--- src/rtl/vga_timing_pkg.sv ---
// Shared VGA timing definitions: 640x480@60 defaults, the per-axis phase type
// and the axis-total helper.
package vga_timing_pkg;

   localparam int unsigned DEF_H_ACTIVE = 640;
   localparam int unsigned DEF_H_FP     = 16;
   localparam int unsigned DEF_H_SYNC   = 96;
   localparam int unsigned DEF_H_BP     = 48;
   localparam int unsigned DEF_V_ACTIVE = 480;
   localparam int unsigned DEF_V_FP     = 10;
   localparam int unsigned DEF_V_SYNC   = 2;
   localparam int unsigned DEF_V_BP     = 33;
   localparam logic        DEF_SYNC_POL = 1'b0;

   typedef enum logic [1:0] {
      PH_ACTIVE = 2'd0,
      PH_FP     = 2'd1,
      PH_SYNC   = 2'd2,
      PH_BP     = 2'd3
   } phase_t;

   function automatic int unsigned axis_total(input int unsigned active, input int unsigned fp,
                                              input int unsigned sync, input int unsigned bp);
      return active + fp + sync + bp;
   endfunction

endpackage

--- src/rtl/vga_sync_gen_if.sv ---
// Timing bundle between the sync generator (master) and the pixel-colour logic (slave).
interface vga_sync_gen_if;
   logic       ce;
   logic [9:0] hpos;
   logic [9:0] vpos;
   logic       hsync;
   logic       vsync;
   logic       display_on;
   logic       line_start;
   logic       frame_start;

   modport master (input ce, output hpos, vpos, hsync, vsync, display_on, line_start, frame_start);
   modport slave  (output ce, input hpos, vpos, hsync, vsync, display_on, line_start, frame_start);
endinterface

--- src/rtl/vga_axis_counter.sv ---
// One timing axis: position counter plus ACTIVE->FP->SYNC->BP phase FSM with a length counter.
// "phase" reports the phase being entered on this edge so the top can register its decode.
module vga_axis_counter
   import vga_timing_pkg::*;
#(
   parameter int unsigned ACTIVE = DEF_H_ACTIVE,
   parameter int unsigned FP     = DEF_H_FP,
   parameter int unsigned SYNC   = DEF_H_SYNC,
   parameter int unsigned BP     = DEF_H_BP
)(
   input  logic       clk,
   input  logic       rst,
   input  logic       step,
   output logic [9:0] pos,
   output phase_t     phase,
   output logic       wrap
);
   localparam int unsigned TOTAL       = axis_total(ACTIVE, FP, SYNC, BP);
   localparam logic [9:0]  POS_LAST    = 10'(TOTAL - 1);
   localparam logic [9:0]  ACTIVE_LAST = 10'(ACTIVE - 1);
   localparam logic [9:0]  FP_LAST     = 10'(FP - 1);
   localparam logic [9:0]  SYNC_LAST   = 10'(SYNC - 1);
   localparam logic [9:0]  BP_LAST     = 10'(BP - 1);

   if (ACTIVE == 0 || FP == 0 || SYNC == 0 || BP == 0) begin : g_zero_phase
      $error("vga_axis_counter: zero-length phase parameter");
   end
   if (TOTAL > 1024) begin : g_total_range
      $error("vga_axis_counter: axis total exceeds 10-bit counter range");
   end

   phase_t     phase_r, phase_s;
   logic [9:0] len_r, len_s, pos_s;
   logic       term_s;

   // Terminal-count detect for the phase currently running
   always_comb begin
      term_s = 1'b0;
      case (phase_r)
         PH_ACTIVE: term_s = (len_r == ACTIVE_LAST);
         PH_FP:     term_s = (len_r == FP_LAST);
         PH_SYNC:   term_s = (len_r == SYNC_LAST);
         PH_BP:     term_s = (len_r == BP_LAST);
         default:   term_s = 1'b0;
      endcase
   end

   // Next position, length count and phase
   always_comb begin
      phase_s = phase_r;
      len_s   = len_r;
      pos_s   = pos;
      if (step) begin
         pos_s = (pos == POS_LAST) ? 10'd0 : pos + 10'd1;
         if (term_s) begin
            len_s = 10'd0;
            case (phase_r)
               PH_ACTIVE: phase_s = PH_FP;
               PH_FP:     phase_s = PH_SYNC;
               PH_SYNC:   phase_s = PH_BP;
               PH_BP:     phase_s = PH_ACTIVE;
               default:   phase_s = PH_ACTIVE;
            endcase
         end else begin
            len_s = len_r + 10'd1;
         end
      end else begin
         pos_s = pos;
      end
   end

   // Reset parks the axis on the last back-porch count so the first step enters position 0
   always_ff @(posedge clk or posedge rst) begin
      if (rst) begin
         pos     <= POS_LAST;
         phase_r <= PH_BP;
         len_r   <= BP_LAST;
      end else begin
         pos     <= pos_s;
         phase_r <= phase_s;
         len_r   <= len_s;
      end
   end

   assign phase = phase_s;
   assign wrap  = step && (pos == POS_LAST);

endmodule

--- src/rtl/vga_sync_gen.sv ---
// VGA timing generator: two axis counters plus registered sync, blanking and start-pulse decode.
module vga_sync_gen
   import vga_timing_pkg::*;
#(
   parameter int unsigned H_ACTIVE = DEF_H_ACTIVE,
   parameter int unsigned H_FP     = DEF_H_FP,
   parameter int unsigned H_SYNC   = DEF_H_SYNC,
   parameter int unsigned H_BP     = DEF_H_BP,
   parameter int unsigned V_ACTIVE = DEF_V_ACTIVE,
   parameter int unsigned V_FP     = DEF_V_FP,
   parameter int unsigned V_SYNC   = DEF_V_SYNC,
   parameter int unsigned V_BP     = DEF_V_BP,
   parameter logic        SYNC_POL = DEF_SYNC_POL
)(
   input  logic           clk,
   input  logic           rst,
   vga_sync_gen_if.master bus
);
   logic [9:0] h_pos, v_pos;
   phase_t     h_phase, v_phase;
   logic       h_wrap, v_wrap;
   logic       hsync_r, vsync_r, display_on_r, line_start_r, frame_start_r;

   vga_axis_counter #(.ACTIVE(H_ACTIVE), .FP(H_FP), .SYNC(H_SYNC), .BP(H_BP)) u_h_axis (
      .clk   (clk),
      .rst   (rst),
      .step  (bus.ce),
      .pos   (h_pos),
      .phase (h_phase),
      .wrap  (h_wrap)
   );

   vga_axis_counter #(.ACTIVE(V_ACTIVE), .FP(V_FP), .SYNC(V_SYNC), .BP(V_BP)) u_v_axis (
      .clk   (clk),
      .rst   (rst),
      .step  (h_wrap),
      .pos   (v_pos),
      .phase (v_phase),
      .wrap  (v_wrap)
   );

   // Decode the phases being entered so outputs line up with the new coordinates
   always_ff @(posedge clk or posedge rst) begin
      if (rst) begin
         hsync_r       <= ~SYNC_POL;
         vsync_r       <= ~SYNC_POL;
         display_on_r  <= 1'b0;
         line_start_r  <= 1'b0;
         frame_start_r <= 1'b0;
      end else if (bus.ce) begin
         hsync_r       <= (h_phase == PH_SYNC) ? SYNC_POL : ~SYNC_POL;
         vsync_r       <= (v_phase == PH_SYNC) ? SYNC_POL : ~SYNC_POL;
         display_on_r  <= (h_phase == PH_ACTIVE) && (v_phase == PH_ACTIVE);
         line_start_r  <= h_wrap;
         frame_start_r <= h_wrap && v_wrap;
      end else begin
         line_start_r  <= 1'b0;
         frame_start_r <= 1'b0;
      end
   end

   assign bus.hpos        = h_pos;
   assign bus.vpos        = v_pos;
   assign bus.hsync       = hsync_r;
   assign bus.vsync       = vsync_r;
   assign bus.display_on  = display_on_r;
   assign bus.line_start  = line_start_r;
   assign bus.frame_start = frame_start_r;

endmodule

--- src/flat_wrapper.sv ---
// flat-port wrapper written by rule: the top's interface ports become plain ports
module vga_sync_gen_flat import vga_timing_pkg::*;
#(
   parameter int unsigned H_ACTIVE = DEF_H_ACTIVE,
   parameter int unsigned H_FP     = DEF_H_FP,
   parameter int unsigned H_SYNC   = DEF_H_SYNC,
   parameter int unsigned H_BP     = DEF_H_BP,
   parameter int unsigned V_ACTIVE = DEF_V_ACTIVE,
   parameter int unsigned V_FP     = DEF_V_FP,
   parameter int unsigned V_SYNC   = DEF_V_SYNC,
   parameter int unsigned V_BP     = DEF_V_BP,
   parameter logic        SYNC_POL = DEF_SYNC_POL
)
  (clk, rst, bus_ce, bus_hpos, bus_vpos, bus_hsync, bus_vsync, bus_display_on, bus_line_start, bus_frame_start);
  vga_sync_gen_if bus_i ();
  input  logic clk;
  input  logic rst;
  input wire logic [$bits(bus_i.ce)-1:0] bus_ce;
  output wire logic [$bits(bus_i.hpos)-1:0] bus_hpos;
  output wire logic [$bits(bus_i.vpos)-1:0] bus_vpos;
  output wire logic [$bits(bus_i.hsync)-1:0] bus_hsync;
  output wire logic [$bits(bus_i.vsync)-1:0] bus_vsync;
  output wire logic [$bits(bus_i.display_on)-1:0] bus_display_on;
  output wire logic [$bits(bus_i.line_start)-1:0] bus_line_start;
  output wire logic [$bits(bus_i.frame_start)-1:0] bus_frame_start;
  assign bus_i.ce = bus_ce;
  assign bus_hpos = bus_i.hpos;
  assign bus_vpos = bus_i.vpos;
  assign bus_hsync = bus_i.hsync;
  assign bus_vsync = bus_i.vsync;
  assign bus_display_on = bus_i.display_on;
  assign bus_line_start = bus_i.line_start;
  assign bus_frame_start = bus_i.frame_start;
  vga_sync_gen #(.H_ACTIVE(H_ACTIVE), .H_FP(H_FP), .H_SYNC(H_SYNC), .H_BP(H_BP), .V_ACTIVE(V_ACTIVE), .V_FP(V_FP), .V_SYNC(V_SYNC), .V_BP(V_BP), .SYNC_POL(SYNC_POL)) u_core (.clk(clk), .rst(rst), .bus(bus_i));
endmodule
--- config.mk ---
export PLATFORM = sky130hd
export DESIGN_NAME = vga_sync_gen_flat
export DESIGN_NICKNAME = d
export VERILOG_FILES = /design/src/rtl/vga_timing_pkg.sv /design/src/rtl/vga_sync_gen_if.sv /design/src/rtl/vga_axis_counter.sv /design/src/rtl/vga_sync_gen.sv /design/src/flat_wrapper.sv
export SDC_FILE = /design/constraint.sdc
export NUM_CORES = 1
export LEC_CHECK = 0
export ABC_AREA = 0
export BUFFER_PORTS_ARGS = -buffer_cell sky130_fd_sc_hd__buf_2
export CAP_MARGIN = 20
export CORE_ASPECT_RATIO = 1.4
export CORE_MARGIN = 2
export CORE_UTILIZATION = 52
export CTS_CLUSTER_SIZE = 28
export DETAILED_ROUTE_END_ITERATION = 7
export PLACE_DENSITY = 0.75
export SLEW_MARGIN = 20
export SYNTH_ARGS = -nofsm -noshare
export SYNTH_HDL_FRONTEND = slang
export SYNTH_SLANG_ARGS = --single-unit
--- constraint.sdc ---
create_clock -name clk -period 2.9 [get_ports clk]
set_input_delay 0.29 -clock clk [delete_from_list [all_inputs] [get_ports clk]]
set_output_delay 0.29 -clock clk [all_outputs]
set_load 0.02 [all_outputs]
==> impl_metrics.ini <==
[status]
status = complete, no violations

[finish]
fill_cells = 388
final_nets = 277
antenna_cells = 0
area_growth_pct = 14.2
drive_above_1_share = 0.272
stdcell_count = 327

[critical_path]
arrival_ns = 2.94
critPathSlowestCell = dfstp_2
regToRegSetupSlack_ns = 0.17
worstSetupEndpointType = register
path_class = register to register
setup.worst_path.start_class = register
cpPeakStageDelay_ns = 0.58
worstPathMaxFanout = 5
required_ns = 3.11
crit_chain = inv_1 -> ha_1 -> or4_1 -> nor3_1 -> a21oi_1 -> nor4_1 -> buf_4 -> mux2_2 -> o32ai_2

[yosys]
syn_area_um2 = 2450
avgSynthCellArea_um2 = 10.7
synth.top_cell.area_share = 0.276
yosysSeqAreaShare = 0.513
syn-num-nets = 242
ys_types = 39
ys_warn_count = 0
ys_top_cells_by_area = dfrtp_1, dfstp_2, xnor2_1, xor2_1, ha_1
ys_seq_elements = 49
yosys.area.top_type = dfrtp_1
synthCells = 229

[detailed_routing]
drc = 0
finalWirelength_um = 4200
num_vias = 1651
drtAntennaViolNets = 0
drt_pass1_iterations = 4
viasPerCell = 5.05
post_drt_wl_per_cell_um = 12.8
drtIter0Drc = 41

[floorplanning]
initial_core_util = 0.539
dieHeight_um = 85.2
core_area_um2 = 4540
rows = 29
dieArea_um2 = 5280
fp.dieW_um = 62.0
io_pins = 28

[clocking]
cts.sinks = 49
cts_setup_buffers = 0
htree_levels = 2
cts-buffers-inserted = 5
cts_hold_buf = 0
cts_root_buf = clkbuf_8
cts_tree = yes
path_clk_slew_ns = 0.08
cts_max_path_buffers = 2
cts_resized = 0
clkLatencyLatePin_ns = 0.30

[placement]
portBuffers = 27
place_inst = 319
hpwl_um = 3130
place_ws_ns = 0.180
place.gp.congestion = 0.779

[sta]
whs_ns = 0.0922
finalCritPeriodShare = 0.942
period_minus_slack_ns = 2.73
fin_skew_ns = 0.00486
max_slew.worst_pin.slew_ns = 0.794
slew-limit-headroom = 0.470
finalSetupViolCount = 0
final_hold_viol_count = 0
fmax_ghz = 0.366
drv_slew = 0
setup_ws_ns = 0.167
tns_ns = 0
rsz0062_at_grt = no

[power_and_ir_drop]
leakagePower_uw = 0.00132
peakVddDrop_mv = 0.644
power.density_nw_per_um2 = 668

[grt]
antenna_found_initial = 0
grt_max_degree = 50
grt_pass1_vias = 1627
overflow = 0
grt_usage = 0.182
grt_pass1_wl_um = 7120

[hold_path]
hp-class = primary input to async pin

[run]
drv_cap = 0
worst paths after layout:
check                                                          start                              endpoint  cells past startpoint
min in group clk                                              bus_ce  u_core.u_h_axis.len_r[4]$_DFFE_PP0P_                      4
worst max-delay path            u_core.u_v_axis.phase_r[1]$_DFF_PP1_     u_core.bus.display_on$_DFFE_PP0P_                      9
worst min-delay path                                             rst       u_core.bus.line_start$_DFF_PP0_                      2
max in group asynchronous                                        rst  u_core.u_h_axis.len_r[6]$_DFFE_PP0P_                      2
worst min register to register  u_core.u_v_axis.len_r[9]$_DFFE_PP0N_  u_core.u_v_axis.len_r[9]$_DFFE_PP0N_                      1
worst max register to register  u_core.u_v_axis.phase_r[1]$_DFF_PP1_     u_core.bus.display_on$_DFFE_PP0P_                      9
synthesized netlist by cell type (all sizes together):
library cell  number
nand3b             1
a211oi             1
a21oi              3
and2               3
dfrtp             27
and3               5
clkbuf             2
xor2              17
and4b              1
nand2             19
nor3               2
o211ai             1
mux2i              3
or4                3
a31oi              2
nand4              9
or2                1
nand3             10
o2bb2ai            1
a22o               1
o32ai              1
buf                3
nor2              33
dfstp             22
nor4               3
inv               13
or3b               1
and4               2
mux2               4
nor4bb             1
ha                10
o21ai              4
nand2b             1
xnor2             19
routing by layer:
metal  global-route usage  vias to the layer above  part of all wire
met2                0.306                       20              0.52
li1                     -                      839                 -
met4               0.0696                        0             0.019
met5                    0                        -                 0
met3               0.0503                        5             0.025
met1                0.213                      787              0.44
metrics by stage:
stage | power [µW] | cell area, µm² | util
after global routing | 1980 | 2790 | 0.616
after floorplan | 1280 | 2450 | -
final | 1870 | 2790 | 0.616
after global placement | 1380 | 2680 | 0.590
after detailed placement | 1390 | 2680 | 0.590
after CTS | 1890 | 2790 | 0.616
critical path, delay by kind of cell (launching register included):
family,cells,cell delay (ns)
adder cells (fa/ha/maj),1,0.21
buffers and inverters,2,0.25
AND/OR/NAND/NOR,3,0.93
flip-flops,1,0.58
AO/OA/AOI/OAI,2,0.31
multiplexers,1,0.36
where the power goes:
| part | switching, µW | total (µW) | internal (µW) |
|---|---|---|---|
| Combinational | 235 | 415 | 180 |
| Clock | 213 | 494 | 281 |
| Sequential | 114 | 958 | 844 |
| Total | 562 | 1870 | 1310 |
state kept, by name (all words and copies together) (netlist names), 2 cells and up:
name	flops
u_core.u_h_axis.len_r	10
u_core.u_h_axis.phase_r	2
u_core.u_h_axis.pos	10
u_core.u_v_axis.len_r	10
u_core.u_v_axis.phase_r	2
u_core.u_v_axis.pos	10
cell usage in the layout (no fill, tap or decap), types with 2 or more instances in the layout:
master,n
a21oi_1,3
a31oi_1,2
and2_1,3
and3_1,5
and4_1,2
buf_2,27
buf_4,6
clkbuf_8,6
dfrtp_1,27
dfstp_2,22
ha_1,10
inv_1,12
mux2_2,3
mux2i_1,3
nand2_1,19
nand3_1,10
nand4_1,8
nor2_1,33
nor3_1,2
nor4_1,3
o21ai_0,4
or4_1,2
xnor2_1,19
xor2_1,17
kinds of logic (layout without fill, tap and decap cells):
| logic type | count (synthesis) | count (layout) | share of synthesized area |
|---|---|---|---|
| and+or+nand+nor | 95 | 95 | 0.199 |
| AOI/OAI and AO/OA | 14 | 14 | 0.0445 |
| muxes | 7 | 7 | 0.0322 |
| buffers and inverters | 18 | 54 | 0.0312 |
| xor gates and xnor gates | 36 | 36 | 0.129 |
| adders and majority gates | 10 | 10 | 0.0512 |
| DFF | 49 | 49 | 0.513 |
final cells by class:
class,count,area [µm²],share of cell area
clock buffer,7,86.3,0.0309
clock inverter,1,30.0,0.0107
inverter,13,50.0,0.0179
multi-input combinational,162,1120,0.399
sequential,49,1250,0.449
tap,62,77.6,0.0278
timing repair buffer,33,180,0.0645
No activity file was read; power rests on OpenSTA's default activity.
